**config.mk**
```make
export PLATFORM = sky130hd
export DESIGN_NAME = mul_wb_queue_flat
export DESIGN_NICKNAME = d
export VERILOG_FILES = /design/src/rtl/mul_wb_queue_pkg.sv /design/src/rtl/mul_wb_queue_if.sv /design/src/rtl/mul_wb_queue_wb_fifo.sv /design/src/rtl/mul_wb_queue.sv /design/src/flat_wrapper.sv
export SDC_FILE = /design/constraint.sdc
export NUM_CORES = 1
export LEC_CHECK = 0
export ABC_AREA = 1
export CORE_ASPECT_RATIO = 1.5
export CORE_MARGIN = 5
export CORE_UTILIZATION = 28
export DETAILED_ROUTE_END_ITERATION = 16
export PLACE_DENSITY_LB_ADDON = 0.05
export SYNTH_ARGS = -nofsm -noshare
export SYNTH_HDL_FRONTEND = slang
export SYNTH_SLANG_ARGS = --single-unit
```
**constraint.sdc**
```tcl
create_clock -name clk -period 8.8 [get_ports clk]
set_clock_uncertainty 0.15 [all_clocks]
set_input_delay 1.76 -clock clk [delete_from_list [all_inputs] [get_ports clk]]
set_output_delay 1.76 -clock clk [all_outputs]
set_load 0.02 [all_outputs]
```
**src/rtl/mul_wb_queue_pkg.sv**
```systemverilog
// mul_wb_queue_pkg
// Shared core definitions for the multiplier writeback path: datapath widths,
// the multiplier latency and the writeback entry record that the writeback
// queues in the core store and present to the writeback arbiter.
// No ports (package).
package mul_wb_queue_pkg;

    localparam int M_WIDTH        = 64;
    localparam int LG_ROB_ENTRIES = 6;
    localparam int LG_PRF_ENTRIES = 7;
    localparam int MUL_LAT        = 3;

    // One completed operation waiting for writeback.
    typedef struct packed {
        logic [M_WIDTH-1:0]        data;
        logic [LG_ROB_ENTRIES-1:0] rob_ptr;
        logic                      prf_val;
        logic [LG_PRF_ENTRIES-1:0] prf_ptr;
    } mul_wb_entry_t;

    localparam int MUL_WB_ENTRY_W = $bits(mul_wb_entry_t);

endpackage

```
**src/rtl/mul_wb_queue_if.sv**
```systemverilog
// mul_wb_queue_if
// Bundles the multiplier-side signals (issue credit and completion) and the
// writeback-side handshake of the multiplier completion buffer.
//   slave  : the completion buffer (receives completions and acks, drives
//            mul_ready, the head entry fields and overflow)
//   master : the surrounding core (issue logic, multiplier, arbiter)
interface mul_wb_queue_if;
    import mul_wb_queue_pkg::*;

    logic                      mul_go;
    logic                      mul_ready;
    logic                      mul_complete;
    logic [M_WIDTH-1:0]        mul_y;
    logic [LG_ROB_ENTRIES-1:0] mul_rob_ptr;
    logic                      mul_prf_val;
    logic [LG_PRF_ENTRIES-1:0] mul_prf_ptr;

    logic                      wb_valid;
    logic                      wb_ack;
    logic [M_WIDTH-1:0]        wb_data;
    logic [LG_ROB_ENTRIES-1:0] wb_rob_ptr;
    logic                      wb_prf_val;
    logic [LG_PRF_ENTRIES-1:0] wb_prf_ptr;

    logic                      overflow;

    modport slave (
        input  mul_go, mul_complete, mul_y, mul_rob_ptr, mul_prf_val, mul_prf_ptr,
        input  wb_ack,
        output mul_ready,
        output wb_valid, wb_data, wb_rob_ptr, wb_prf_val, wb_prf_ptr,
        output overflow
    );

    modport master (
        output mul_go, mul_complete, mul_y, mul_rob_ptr, mul_prf_val, mul_prf_ptr,
        output wb_ack,
        input  mul_ready,
        input  wb_valid, wb_data, wb_rob_ptr, wb_prf_val, wb_prf_ptr,
        input  overflow
    );

endinterface

```
**src/rtl/mul_wb_queue_wb_fifo.sv**
```systemverilog
// wb_fifo
// Generic synchronous FIFO used by the writeback queues. Storage and pointers
// are cleared by reset so the read port shows zero until the first write.
// Ports:
//   clk, reset  : clock, synchronous active-low reset
//   push, din   : write request and data (dropped when full without a pop)
//   pop         : read request (ignored when empty)
//   dout        : head entry, valid while empty = 0
//   count       : number of stored entries (0..DEPTH)
//   full, empty : status from the registered count
module wb_fifo #(
    parameter int WIDTH = 8,
    parameter int DEPTH = 4
) (
    input  logic                     clk,
    input  logic                     reset,
    input  logic                     push,
    input  logic [WIDTH-1:0]         din,
    input  logic                     pop,
    output logic [WIDTH-1:0]         dout,
    output logic [$clog2(DEPTH):0]   count,
    output logic                     full,
    output logic                     empty
);

    localparam int PTR_W = $clog2(DEPTH);
    localparam int CNT_W = PTR_W + 1;

    logic [WIDTH-1:0] mem [DEPTH];
    logic [PTR_W-1:0] head;
    logic [PTR_W-1:0] tail;
    logic [CNT_W-1:0] cnt;
    logic             do_push;
    logic             do_pop;

    assign empty = (cnt == '0);
    assign full  = (cnt == CNT_W'(DEPTH));
    assign count = cnt;
    assign dout  = mem[head];

    // A pop frees the head slot in the same cycle, so a push at full is
    // accepted whenever it is paired with a real pop.
    assign do_pop  = pop & ~empty;
    assign do_push = push & (~full | do_pop);

    // DEPTH is a power of two, so the pointers wrap naturally.
    always_ff @(posedge clk) begin
        if (!reset) begin
            head <= '0;
            tail <= '0;
            cnt  <= '0;
            for (int i = 0; i < DEPTH; i++) begin
                mem[i] <= '0;
            end
        end else begin
            if (do_push) begin
                mem[tail] <= din;
                tail      <= tail + PTR_W'(1);
            end
            if (do_pop) begin
                head <= head + PTR_W'(1);
            end
            case ({do_push, do_pop})
                2'b10:   cnt <= cnt + CNT_W'(1);
                2'b01:   cnt <= cnt - CNT_W'(1);
                default: cnt <= cnt;
            endcase
        end
    end

endmodule

```
**src/rtl/mul_wb_queue.sv**
```systemverilog
// mul_wb_queue
// Completion buffer behind the pipelined multiplier. Every completion is
// queued and offered to the writeback arbiter; issue is throttled with a
// credit signal that counts both queued results and multiplies still in the
// pipeline, so the non-stallable multiplier can never overflow the queue.
// Ports:
//   clk   : clock
//   reset : synchronous active-low reset
//   bus   : mul_wb_queue_if.slave
//           mul_go/mul_ready          issue side credit
//           mul_complete, mul_y, ...  multiplier completion
//           wb_valid/wb_ack, wb_*     writeback handshake and head entry
//           overflow                  sticky push-while-full error
module mul_wb_queue
    import mul_wb_queue_pkg::*;
#(
    parameter int DEPTH = 4,
    parameter int LAT   = MUL_LAT + 1
) (
    input  logic          clk,
    input  logic          reset,
    mul_wb_queue_if.slave bus
);

    localparam int CNT_W = $clog2(DEPTH) + 1;
    localparam int INF_W = $clog2(LAT + 1);
    localparam int SUM_W = ((CNT_W > INF_W) ? CNT_W : INF_W) + 1;

    mul_wb_entry_t    push_entry;
    mul_wb_entry_t    head_entry;
    logic [CNT_W-1:0] count;
    logic             full;
    logic             empty;
    logic             pop_fire;
    logic [INF_W-1:0] inflight;
    logic [SUM_W-1:0] occupancy;
    logic             overflow_q;

    assign push_entry = '{
        data:    bus.mul_y,
        rob_ptr: bus.mul_rob_ptr,
        prf_val: bus.mul_prf_val,
        prf_ptr: bus.mul_prf_ptr
    };

    assign pop_fire = ~empty & bus.wb_ack;

    wb_fifo #(
        .WIDTH(MUL_WB_ENTRY_W),
        .DEPTH(DEPTH)
    ) u_fifo (
        .clk   (clk),
        .reset (reset),
        .push  (bus.mul_complete),
        .din   (push_entry),
        .pop   (pop_fire),
        .dout  (head_entry),
        .count (count),
        .full  (full),
        .empty (empty)
    );

    // Credit check uses registered state only, so there is no combinational
    // path from wb_ack or mul_go to mul_ready.
    assign occupancy     = SUM_W'(count) + SUM_W'(inflight);
    assign bus.mul_ready = (occupancy < SUM_W'(DEPTH));

    assign bus.wb_valid   = ~empty;
    assign bus.wb_data    = head_entry.data;
    assign bus.wb_rob_ptr = head_entry.rob_ptr;
    assign bus.wb_prf_val = head_entry.prf_val;
    assign bus.wb_prf_ptr = head_entry.prf_ptr;
    assign bus.overflow   = overflow_q;

    // Inflight saturates at both ends so a protocol violation upstream cannot
    // wrap the credit count and unblock issue.
    always_ff @(posedge clk) begin
        if (!reset) begin
            inflight   <= '0;
            overflow_q <= 1'b0;
        end else begin
            if (bus.mul_go && !bus.mul_complete) begin
                if (inflight != INF_W'(LAT)) begin
                    inflight <= inflight + INF_W'(1);
                end
            end else if (!bus.mul_go && bus.mul_complete) begin
                if (inflight != '0) begin
                    inflight <= inflight - INF_W'(1);
                end
            end
            if (bus.mul_complete && full && !pop_fire) begin
                overflow_q <= 1'b1;
            end
        end
    end

endmodule
```
**src/flat_wrapper.sv**
```systemverilog
// flat-port wrapper written by rule: the top's interface ports become plain ports
module mul_wb_queue_flat import mul_wb_queue_pkg::*;
#(
    parameter int DEPTH = 4,
    parameter int LAT   = MUL_LAT + 1
)
  (clk, reset, bus_mul_go, bus_mul_complete, bus_mul_y, bus_mul_rob_ptr, bus_mul_prf_val, bus_mul_prf_ptr, bus_wb_ack, bus_mul_ready, bus_wb_valid, bus_wb_data, bus_wb_rob_ptr, bus_wb_prf_val, bus_wb_prf_ptr, bus_overflow);
  mul_wb_queue_if bus_i ();
  input  logic clk;
  input  logic reset;
  input wire logic [$bits(bus_i.mul_go)-1:0] bus_mul_go;
  input wire logic [$bits(bus_i.mul_complete)-1:0] bus_mul_complete;
  input wire logic [$bits(bus_i.mul_y)-1:0] bus_mul_y;
  input wire logic [$bits(bus_i.mul_rob_ptr)-1:0] bus_mul_rob_ptr;
  input wire logic [$bits(bus_i.mul_prf_val)-1:0] bus_mul_prf_val;
  input wire logic [$bits(bus_i.mul_prf_ptr)-1:0] bus_mul_prf_ptr;
  input wire logic [$bits(bus_i.wb_ack)-1:0] bus_wb_ack;
  output wire logic [$bits(bus_i.mul_ready)-1:0] bus_mul_ready;
  output wire logic [$bits(bus_i.wb_valid)-1:0] bus_wb_valid;
  output wire logic [$bits(bus_i.wb_data)-1:0] bus_wb_data;
  output wire logic [$bits(bus_i.wb_rob_ptr)-1:0] bus_wb_rob_ptr;
  output wire logic [$bits(bus_i.wb_prf_val)-1:0] bus_wb_prf_val;
  output wire logic [$bits(bus_i.wb_prf_ptr)-1:0] bus_wb_prf_ptr;
  output wire logic [$bits(bus_i.overflow)-1:0] bus_overflow;
  assign bus_i.mul_go = bus_mul_go;
  assign bus_i.mul_complete = bus_mul_complete;
  assign bus_i.mul_y = bus_mul_y;
  assign bus_i.mul_rob_ptr = bus_mul_rob_ptr;
  assign bus_i.mul_prf_val = bus_mul_prf_val;
  assign bus_i.mul_prf_ptr = bus_mul_prf_ptr;
  assign bus_i.wb_ack = bus_wb_ack;
  assign bus_mul_ready = bus_i.mul_ready;
  assign bus_wb_valid = bus_i.wb_valid;
  assign bus_wb_data = bus_i.wb_data;
  assign bus_wb_rob_ptr = bus_i.wb_rob_ptr;
  assign bus_wb_prf_val = bus_i.wb_prf_val;
  assign bus_wb_prf_ptr = bus_i.wb_prf_ptr;
  assign bus_overflow = bus_i.overflow;
  mul_wb_queue #(.DEPTH(DEPTH), .LAT(LAT)) u_core (.clk(clk), .reset(reset), .bus(bus_i));
endmodule
```
==> results of run 1 <==
[power breakdown]
group / total (mW) / switching (mW) / internal (mW) / leakage, nW
Combinational: 1.34 / 0.847 / 0.496 / 3.10
Clock: 1.41 / 0.611 / 0.796 / 0.534
Sequential: 1.92 / 0.0826 / 1.84 / 3.36
[cell type report]
type	instances	area, um2
clock buffer	41	941
clock inverter	24	133
fill	5133	32900
inverter	177	669
multi-input combinational	769	3560
sequential	325	9640
tap	669	837
timing repair buffer	181	1770
[path summary, 6_finish.rpt]
check | slack [ns] | endpoint | start
hold / removal | 0.32 | u_core.bus.overflow | u_core.bus.overflow
setup reg to reg | 5.52 | u_core.u_fifo.mem[2][54] | u_core.u_fifo.tail[1]
setup / recovery | 2.94 | bus_wb_prf_ptr[3] | flip-flop
hold reg to reg | 0.32 | u_core.bus.overflow | u_core.bus.overflow
[through the flow]
stage | std cells | hold WS, ns | utilization | area [um2] | setup WS [ns]
after detailed placement | 2121 | 0.310 | 0.327 | 16500 | 3.43
final | 2186 | 0.319 | 0.348 | 17500 | 2.94
after global placement | 2121 | 0.307 | 0.327 | 16500 | 3.47
after CTS | 2186 | 0.326 | 0.348 | 17500 | 2.84
after floorplan | 1363 | 0.302 | - | 14200 | 0.255
after global routing | 2186 | 0.352 | 0.348 | 17500 | 2.65
[metal layers]
layer,vias up,global-route usage,share of wire
li1,4860,-,-
met1,5089,0.194,0.43
met2,169,0.293,0.52
met3,44,0.0253,0.036
met4,4,0.0345,0.015
met5,-,0,0.00060
[logic make-up (layout without fill, tap and decap cells)]
group / Yosys count / in the layout / synth area share
AO/OA/AOI/OAI: 255 / 255 / 0.0968
XOR/XNOR: 1 / 1 / 0.000616
buffers and inverters: 269 / 423 / 0.0752
flip-flops: 325 / 325 / 0.677
AND/OR/NAND/NOR: 508 / 508 / 0.144
adder cells (fa/ha/maj): 5 / 5 / 0.00546
[flip-flops by register name, summed over array words and instances, names as in the netlist, named ones only]
name                 flops
u_core.u_fifo.tail       2
u_core.u_fifo.mem      312
u_core.u_fifo.count      3
u_core.u_fifo.head       2
u_core.bus.overflow      1
u_core.inflight          3
[Yosys cell counts, types with 7 or more instances]
cell type	count
sky130_fd_sc_hd__nor2_1	323
sky130_fd_sc_hd__dfxtp_1	13
sky130_fd_sc_hd__inv_1	174
sky130_fd_sc_hd__o22ai_1	78
sky130_fd_sc_hd__edfxtp_1	312
sky130_fd_sc_hd__nand2_1	90
sky130_fd_sc_hd__nor3_1	78
sky130_fd_sc_hd__o21ai_1	7
sky130_fd_sc_hd__a21oi_1	9
sky130_fd_sc_hd__o21ai_0	160
sky130_fd_sc_hd__nand2_2	10
sky130_fd_sc_hd__clkbuf_1	61
sky130_fd_sc_hd__buf_2	24
==> metrics.md, run 1 <==
| Metric | Value |
|---|---|
| Number of antenna violations at the first check in global routing | `2` |
| Top library cells by usage in the layout, fill and taps aside | `sky130_fd_sc_hd__nor2_1, sky130_fd_sc_hd__edfxtp_1, sky130_fd_sc_hd__inv_1` |
| Pin count of the biggest net entering global routing | `92` |
| Via-to-Cell Ratio | `4.65` |
| Maximum single-stage delay on the critical path | `0.79 ns` |
| Cells on worst reg2reg path | `5` |
| Number of max-slew violations in the final report | `0` |
| Worst-Margin Slew | `1.06 ns` |
| Crit path max-delay cell type | `sky130_fd_sc_hd__inv_4` |
| Number of buffer and inverter stages on the critical path | `3` |
| Setup TNS | `0 ns` |
| DRC Markers | `0` |
| Detailed-route wire length | `44800 um` |
| TritonCTS clock tree | `built` |
| Die outline width | `194 um` |
| Prevailing post-synth register cell | `sky130_fd_sc_hd__edfxtp_1` |
| Nets | `1579` |
| Mean instance size in the synthesized netlist | `10.4 um2` |
| Post-cts repair resize count | `0` |
| Hold violation count in the final report | `0` |
| Number of setup buffers added after CTS | `0` |
| Worst hold path cell count | `1` |
| DPL Wire Length | `24000 um` |
| Fraction of layout instances using a drive strength above 1 | `0.0593` |
| Number of global-route vias before repair | `10600` |
| Peak clock frequency supported by timing | `171 MHz` |
| Setup repair after global routing missed its margin | `false` |
| Floorplan die height | `286 um` |
| Cell area after technology mapping | `between 10000 and 15000 um2` |
| Nature of the critical path startpoint | `flip-flop` |
| Final Setup Violations | `0` |
| Count of nets left with antenna violations after detail routing | `0` |
| Vias after detailed routing | `10200` |
| Total gr overflow | `0` |
| DRT Pass-1 Iters | `4` |
| Dominant cells by area after synthesis | `sky130_fd_sc_hd__edfxtp_1, sky130_fd_sc_hd__nor2_1, sky130_fd_sc_hd__o21ai_0, sky130_fd_sc_hd__inv_1, sky130_fd_sc_hd__o22ai_1` |
| Mean routed wirelength per cell | `20.5 um` |
| CTS H-tree lvls | `2` |
| CTS buffer count | `37` |
| Number of hold-repair buffers added at the cts stage | `0` |
| Portion of the post-synthesis area used by sequential elements | `0.677` |
| Worst hold-check path type | `reg2reg` |
| Clock slew seen by the registers of the worst setup and hold paths | `0.06 ns` |
| Gpl congestion | `about 0.70` |
| Synth cell types | `27` |
| List of cells traversed by the critical path | `inv_4 > buf_4 > o21ai_0 > o22ai_1 > clkdlybuf4s50_1` |
| Kind of end point of the critical path | `output pin` |
| Floorplan die area | `55500 um2` |
| Static power due to leakage | `roughly 7 nW` |
| CTS Sinks | `between 300 and 400` |
| Synth Register Bits | `325` |
| Overall power of the completed layout | `approximately 4.7 mW` |
| Global-route wire length before repair | `66800 um` |
| Synthesized instance count | `1363` |
| Number of flops mapped to enable cells by yosys | `between 300 and 400` |
| Period utilisation layout | `0.666` |
| Crit path kind | `reg2out` |
| Yosys Warn Count | `0` |
| Fraction of synthesis flops using an asynchronous set or reset pin | `0` |
| Final critical path time including I/O delays and setup | `5.86 ns` |
| Crit Path Max Fanout | `91` |
| Total global-route track usage | `0.158` |
| Pwr Density | `about 270 nW/um2` |
| Number of top-level design ports | `164` |
| Number of violations reported at the end of detailed-routing iteration 0 | `around 510` |
| Run status | `finished clean` |
| Cell at the root of the clock tree | `sky130_fd_sc_hd__clkbuf_16` |
| Core footprint | `50400 um2` |
| Most common cell after layout, fill and taps aside | `sky130_fd_sc_hd__nor2_1` |
| Buffer depth of the longest clock path | `3` |
| Number of placement rows | `between 100 and 150` |
| P&R area growth vs syn | `23.5%` |
| Ant. Diodes | `0` |
| Data arrival time of the critical path | `3.95 ns` |
| Number of cells on the critical path | `5` |
| Initial Utilization | `0.282` |
| Crit path required time | `6.89 ns` |
| Synthesized netlist net count | `1451` |
| Count of input and output buffers | `163` |
| Peak supply drop | `roughly 0.00013 V` |
| Family with the most delay on the worst path | `buffers and inverters` |
| MaxCap Viol Count | `0` |
| Clk_lat worst skew | `0.51 ns` |
| Top-area cell type share of the netlist area | `0.659` |
| Cell accounting for the most synthesized area | `sky130_fd_sc_hd__edfxtp_1` |
| Headroom to the max-slew limit | `0.293` |
Note: power is estimated with default switching activity, not from simulation.
==> inputs of run 2 (changes only) <==
==> constraint.sdc (replaced) <==
create_clock -name clk -period 5.9 [get_ports clk]
set_clock_uncertainty 0.15 [all_clocks]
set_input_delay 1.18 -clock clk [delete_from_list [all_inputs] [get_ports clk]]
set_output_delay 1.18 -clock clk [all_outputs]
set_load 0.02 [all_outputs]
==> run 2 against run 1 <==
  * Non-clock buffer count up 3
  * First-iteration DRC count rose by 1.6%
  * Critical path type unchanged
  * Clock power increased by 58%
  * Sequential cell count did not move
  * Via count hardly changed
  * Sequential share of layout area is 0.38 points lower
==> metrics.md, run 2 (synthesis results as in run 1) <==
| Metric | Value |
|---|---|
| Crit path required time | `4.57 ns` |
| DPL Wire Length | `24800 um` |
| Internal | `4.80 mW` |
| Worst hold-check path type | `reg2reg` |
| Post-place instance area | `16500 um2` |
| RR Startpoint | `u_core.u_fifo.tail[1]` |
| Number of hold-repair buffers added at the cts stage | `0` |
| Initial Utilization | `0.282` |
| Cells on worst reg2reg path | `4` |
| Count of input and output buffers | `163` |
| Peak supply drop | `0.000158 V` |
| Hold violation count in the final report | `0` |
| Final Setup Violations | `0` |
| Clk_lat worst skew | `a little over 0.5 ns` |
| Number of placement rows | `about 100` |
| TritonCTS clock tree | `built` |
| Global-route wire length before repair | `68100 um` |
| Vias after detailed routing | `10200` |
| Gpl congestion | `slightly above 0.7` |
| Nets | `about 1600` |
| Proportion of power drawn by combinational gates | `0.284` |
| Worst-Margin Slew | `0.957 ns` |
| Post-cts repair resize count | `0` |
| Pin count of the biggest net entering global routing | `roughly 90` |
| Floorplan die area | `55500 um2` |
| Clock network power share | `0.313` |
| Count of nets left with antenna violations after detail routing | `0` |
| Largest register by flop count | `u_core.u_fifo.mem` |
| Register share of total power | `0.403` |
| Clock slew seen by the registers of the worst setup and hold paths | `0.06 ns` |
| DRC Markers | `0` |
| MaxCap Viol Count | `0` |
| Final standard cell count with taps included and fillers excluded | `2187` |
| Run status | `finished clean` |
| Number of antenna violations at the first check in global routing | `0` |
| Post-route cell area | `17700 um2` |
| Total gr overflow | `0` |
| Pwr Density | `just over 400 nW/um2` |
| Number of global-route vias before repair | `between 10000 and 15000` |
| Final setup margin | `1.28 ns` |
| Top library cells by usage in the layout, fill and taps aside | `sky130_fd_sc_hd__nor2_1, sky130_fd_sc_hd__edfxtp_1, sky130_fd_sc_hd__inv_1` |
| Instance count after placement with tap cells included | `2124` |
| Setup TNS | `0 ns` |
| DRT Pass-1 Iters | `5` |
| Static power due to leakage | `around 7.0 nW` |
| Most common cell after layout, fill and taps aside | `sky130_fd_sc_hd__nor2_1` |
| CTS H-tree lvls | `2` |
| Number of max-slew violations in the final report | `0` |
| Data arrival time of the critical path | `between 3 and 4 ns` |
| Number of setup buffers added after CTS | `0` |
| Fill cell count | `5154` |
| Number of top-level design ports | `between 150 and 200` |
| Number of flip-flops under the largest register name | `312` |
| P&R area growth vs syn | `24.3%` |
| Fraction of layout instances using a drive strength above 1 | `0.0613` |
| HP Start | `u_core.bus.overflow` |
| Ant. Diodes | `0` |
| Kind of end point of the critical path | `output pin` |
| Mean routed wirelength per cell | `20.8 um` |
| Core footprint | `50400 um2` |
| Buffer depth of the longest clock path | `3` |
| Switching part of the total | `0.325` |
| Crit Path Max Fanout | `88` |
| Die outline width | `194 um` |
| Setup repair after global routing missed its margin | `false` |
| CTS Sinks | `approximately 330` |
| Number of violations reported at the end of detailed-routing iteration 0 | `517` |
| Pre-CTS setup slack | `1.70 ns` |
| Period utilisation layout | `0.783` |
| Headroom to the max-slew limit | `0.362` |
| Crit path kind | `reg2out` |
| Switching power total | `2.31 mW` |
| Via-to-Cell Ratio | `4.65` |
| Final critical path time including I/O delays and setup | `~4.6 ns` |
| Cell at the root of the clock tree | `sky130_fd_sc_hd__clkbuf_16` |
| CTS buffer count | `36` |
| Detailed-route wire length | `approximately 46000 um` |
| Total global-route track usage | `0.161` |
| Nature of the critical path startpoint | `flip-flop` |
| Worst hold path cell count | `1` |
| Final Core Density | `0.350` |
| Peak clock frequency supported by timing | `216 MHz` |
| Floorplan die height | `~290 um` |
-- run 2: layout make-up --
class / instances / area, um2 / share of cell area
Tap cell: 669 / 837 / 0.0474
Multi-Input combinational cell: 769 / 3560 / 0.202
Clock inverter: 22 / 196 / 0.0111
Inverter: 177 / 669 / 0.0379
Clock buffer: 41 / 941 / 0.0532
Timing Repair Buffer: 184 / 1830 / 0.103
Sequential cell: 325 / 9640 / 0.546
-- run 2: stage by stage --
stage	hold slack, ns	total power, mW
after CTS	0.323	7.28
after global routing	0.342	7.50
after floorplan	0.302	3.99
after detailed placement	0.307	5.00
after global placement	0.301	5.00
final	0.318	7.12
-- run 2: power groups by stage --
stage	clock, mW	sequential [mW]	combinational [mW]
6_report	2.23	2.87	2.02
5_1_grt	2.40	2.89	2.21
4_1_cts	2.31	2.87	2.09
3_5_place_dp	0	2.92	2.08
3_3_place_gp	0	2.92	2.09
2_1_floorplan	0	2.86	1.13
-- run 2: path summary, 6_finish.rpt --
check | endpoint | slack [ns]
max | bus_wb_data[26] | 1.28
min | u_core.bus.overflow | 0.32
max reg2reg | u_core.u_fifo.mem[1][31] | 2.90
min reg2reg | u_core.bus.overflow | 0.32
-- run 2: worst max-delay path, cell delays in order, from the launching register on --
cell and delay, ns:
sky130_fd_sc_hd__dfxtp_4 0.53, sky130_fd_sc_hd__inv_4 0.66, sky130_fd_sc_hd__buf_12 0.42, sky130_fd_sc_hd__o21ai_0 0.14, sky130_fd_sc_hd__o22ai_1 0.27, sky130_fd_sc_hd__clkdlybuf4s50_1 0.67
-- run 2: metal layers --
metal,up-vias,track usage,part of all wire
met5,-,0,0
met4,0,0.0368,0.018
met3,43,0.0234,0.033
met2,165,0.303,0.53
met1,5106,0.192,0.42
li1,4862,-,-
==> inputs of run 3 (changes only) <==
==> constraint.sdc (replaced) <==
create_clock -name clk -period 4.5 [get_ports clk]
set_clock_uncertainty 0.15 [all_clocks]
set_input_delay 0.9 -clock clk [delete_from_list [all_inputs] [get_ports clk]]
set_output_delay 0.9 -clock clk [all_outputs]
set_load 0.02 [all_outputs]
==> run 3 against run 2 <==
  * First-iteration DRC count shrank 2.3%
  * Core utilization grew 0.094 points
  * Sequential share of layout area is 0.16 points lower
  * Clock power up 27%
  * Critical endpoint is now bus_wb_data[28]
  * Count of clock-buffer cells in the layout is 3 higher
==> metrics.md, run 3 (synthesis results as in run 1) <==
| Metric | Value |
|---|---|
| Run status | `finished clean` |
| Pwr Density | `523 nW/um2` |
| Pre-CTS setup slack | `0.887 ns` |
| Floorplan die area | `55500 um2` |
| Clk_lat worst skew | `approximately 0.5 ns` |
| Final Core Density | `0.351` |
| Worst R2R Setup Slack | `1.56 ns` |
| Top library cells by usage in the layout, fill and taps aside | `sky130_fd_sc_hd__nor2_1, sky130_fd_sc_hd__edfxtp_1, sky130_fd_sc_hd__inv_1` |
| Worst hold-check path type | `reg2reg` |
| Total global-route track usage | `0.157` |
| Clock slew seen by the registers of the worst setup and hold paths | `0.06 ns` |
| Nets | `1588` |
| Final Setup Violations | `0` |
| Setup TNS | `0 ns` |
| Post-cts repair resize count | `0` |
| Number of top-level design ports | `164` |
| Crit path max-delay cell type | `sky130_fd_sc_hd__dfxtp_2` |
| Worst hold path cell count | `1` |
| Number of hold-repair buffers added at the cts stage | `0` |
| Crit path kind | `reg2out` |
| DRT Pass-1 Iters | `4` |
| Peak supply drop | `0.000320 V` |
| Crit Path Max Fanout | `36` |
| Kind of end point of the critical path | `output pin` |
| Post-place instance area | `16600 um2` |
| Initial Utilization | `0.282` |
| Fill cell count | `5174` |
| Crit path required time | `3.45 ns` |
| Number of antenna violations at the first check in global routing | `1` |
| P&R area growth vs syn | `24.7%` |
| Period utilisation layout | `0.892` |
| Maximum single-stage delay on the critical path | `0.89 ns` |
| RR Startpoint | `u_core.u_fifo.tail[1]` |
| DRC Markers | `0` |
| Static power due to leakage | `7.07 nW` |
| Buffer depth of the longest clock path | `3` |
| Count of input and output buffers | `163` |
| CTS Sinks | `325` |
| Number of flip-flops under the largest register name | `312` |
| Nature of the critical path startpoint | `flip-flop` |
| Pin count of the biggest net entering global routing | `157` |
| Final hold slack | `0.320 ns` |
| TritonCTS clock tree | `built` |
| Family with the most delay on the worst path | `buffers and inverters` |
| Setup repair after global routing missed its margin | `false` |
| Total gr overflow | `0` |
| Worst flop-to-flop path endpoint | `u_core.u_fifo.mem[1][54]` |
| Post-route cell area | `17700 um2` |
| Endpoint of the most critical setup path | `bus_wb_data[28]` |
| Core footprint | `50400 um2` |
| DPL Wire Length | `24300 um` |
| Ant. Diodes | `0` |
| Mean routed wirelength per cell | `20.3 um` |
| Number of violations reported at the end of detailed-routing iteration 0 | `about 510` |
| Cell at the root of the clock tree | `sky130_fd_sc_hd__clkbuf_16` |
| Number of max-slew violations in the final report | `0` |
| Hold violation count in the final report | `0` |
| Detailed-route wire length | `44600 um` |
| MaxCap Viol Count | `0` |
| Number of setup buffers added after CTS | `0` |
| Headroom to the max-slew limit | `0.418` |
| Final setup margin | `0.486 ns` |
| Data arrival time of the critical path | `2.96 ns` |
| Largest register by flop count | `u_core.u_fifo.mem` |
| Number of buffer and inverter stages on the critical path | `2` |
| Number of placement rows | `101` |
| Number of global-route vias before repair | `10800` |
| Final critical path time including I/O delays and setup | `4.01 ns` |
| Number of cells on the critical path | `4` |
| Gpl congestion | `0.691` |
| Global-route wire length before repair | `just under 70000 um` |
| Floorplan die height | `roughly 290 um` |
| CTS buffer count | `37` |
| CTS H-tree lvls | `2` |
| List of cells traversed by the critical path | `buf_4 > o21ai_0 > o22ai_1 > clkdlybuf4s50_1` |
| Most common cell after layout, fill and taps aside | `sky130_fd_sc_hd__nor2_1` |
| Worst-Margin Slew | `0.873 ns` |
| Vias after detailed routing | `10200` |
| Fraction of layout instances using a drive strength above 1 | `0.0650` |
| Via-to-Cell Ratio | `4.65` |
| Cells on worst reg2reg path | `4` |
| Peak clock frequency supported by timing | `249 MHz` |
| Die outline width | `194 um` |
| Count of nets left with antenna violations after detail routing | `0` |
[run 3: through the flow]
stage,power (mW),std cells
floorplan,5.22,1363
global placement,6.58,2130
detailed placement,6.58,2130
CTS,9.47,2192
global route,9.76,2192
finish,9.27,2192
[run 3: worst min path at each step]
stage / start / endpoint / slack (ns)
floorplan: u_core.u_fifo.tail[0] / u_core.u_fifo.tail[0] / 0.30
global route: u_core.u_fifo.tail[0] / u_core.u_fifo.tail[0] / 0.35
global placement: u_core.bus.overflow / u_core.bus.overflow / 0.31
CTS: u_core.u_fifo.tail[0] / u_core.u_fifo.tail[0] / 0.33
finish: u_core.bus.overflow / u_core.bus.overflow / 0.32
detailed placement: u_core.bus.overflow / u_core.bus.overflow / 0.32
[run 3: layer usage]
layer	part of all wire	GRT usage
met5	0.00029	0
met3	0.040	0.0287
met4	0.017	0.0368
met2	0.52	0.288
met1	0.43	0.192
[run 3: cell type report]
| cell class | instances | area, um2 | share of cell area |
|---|---|---|---|
| timing repair buffer | 190 | 1910 | 0.108 |
| clock inverter | 18 | 110 | 0.00621 |
| inverter | 177 | 669 | 0.0378 |
| sequential | 325 | 9640 | 0.544 |
| tap | 669 | 837 | 0.0472 |
| clock buffer | 44 | 995 | 0.0561 |
| multi-input combinational | 769 | 3560 | 0.201 |
[run 3: where the power goes]
group | internal (mW) | switching (mW)
registers | 3.59 | 0.109
clock network | 1.62 | 1.21
logic | 1.01 | 1.72
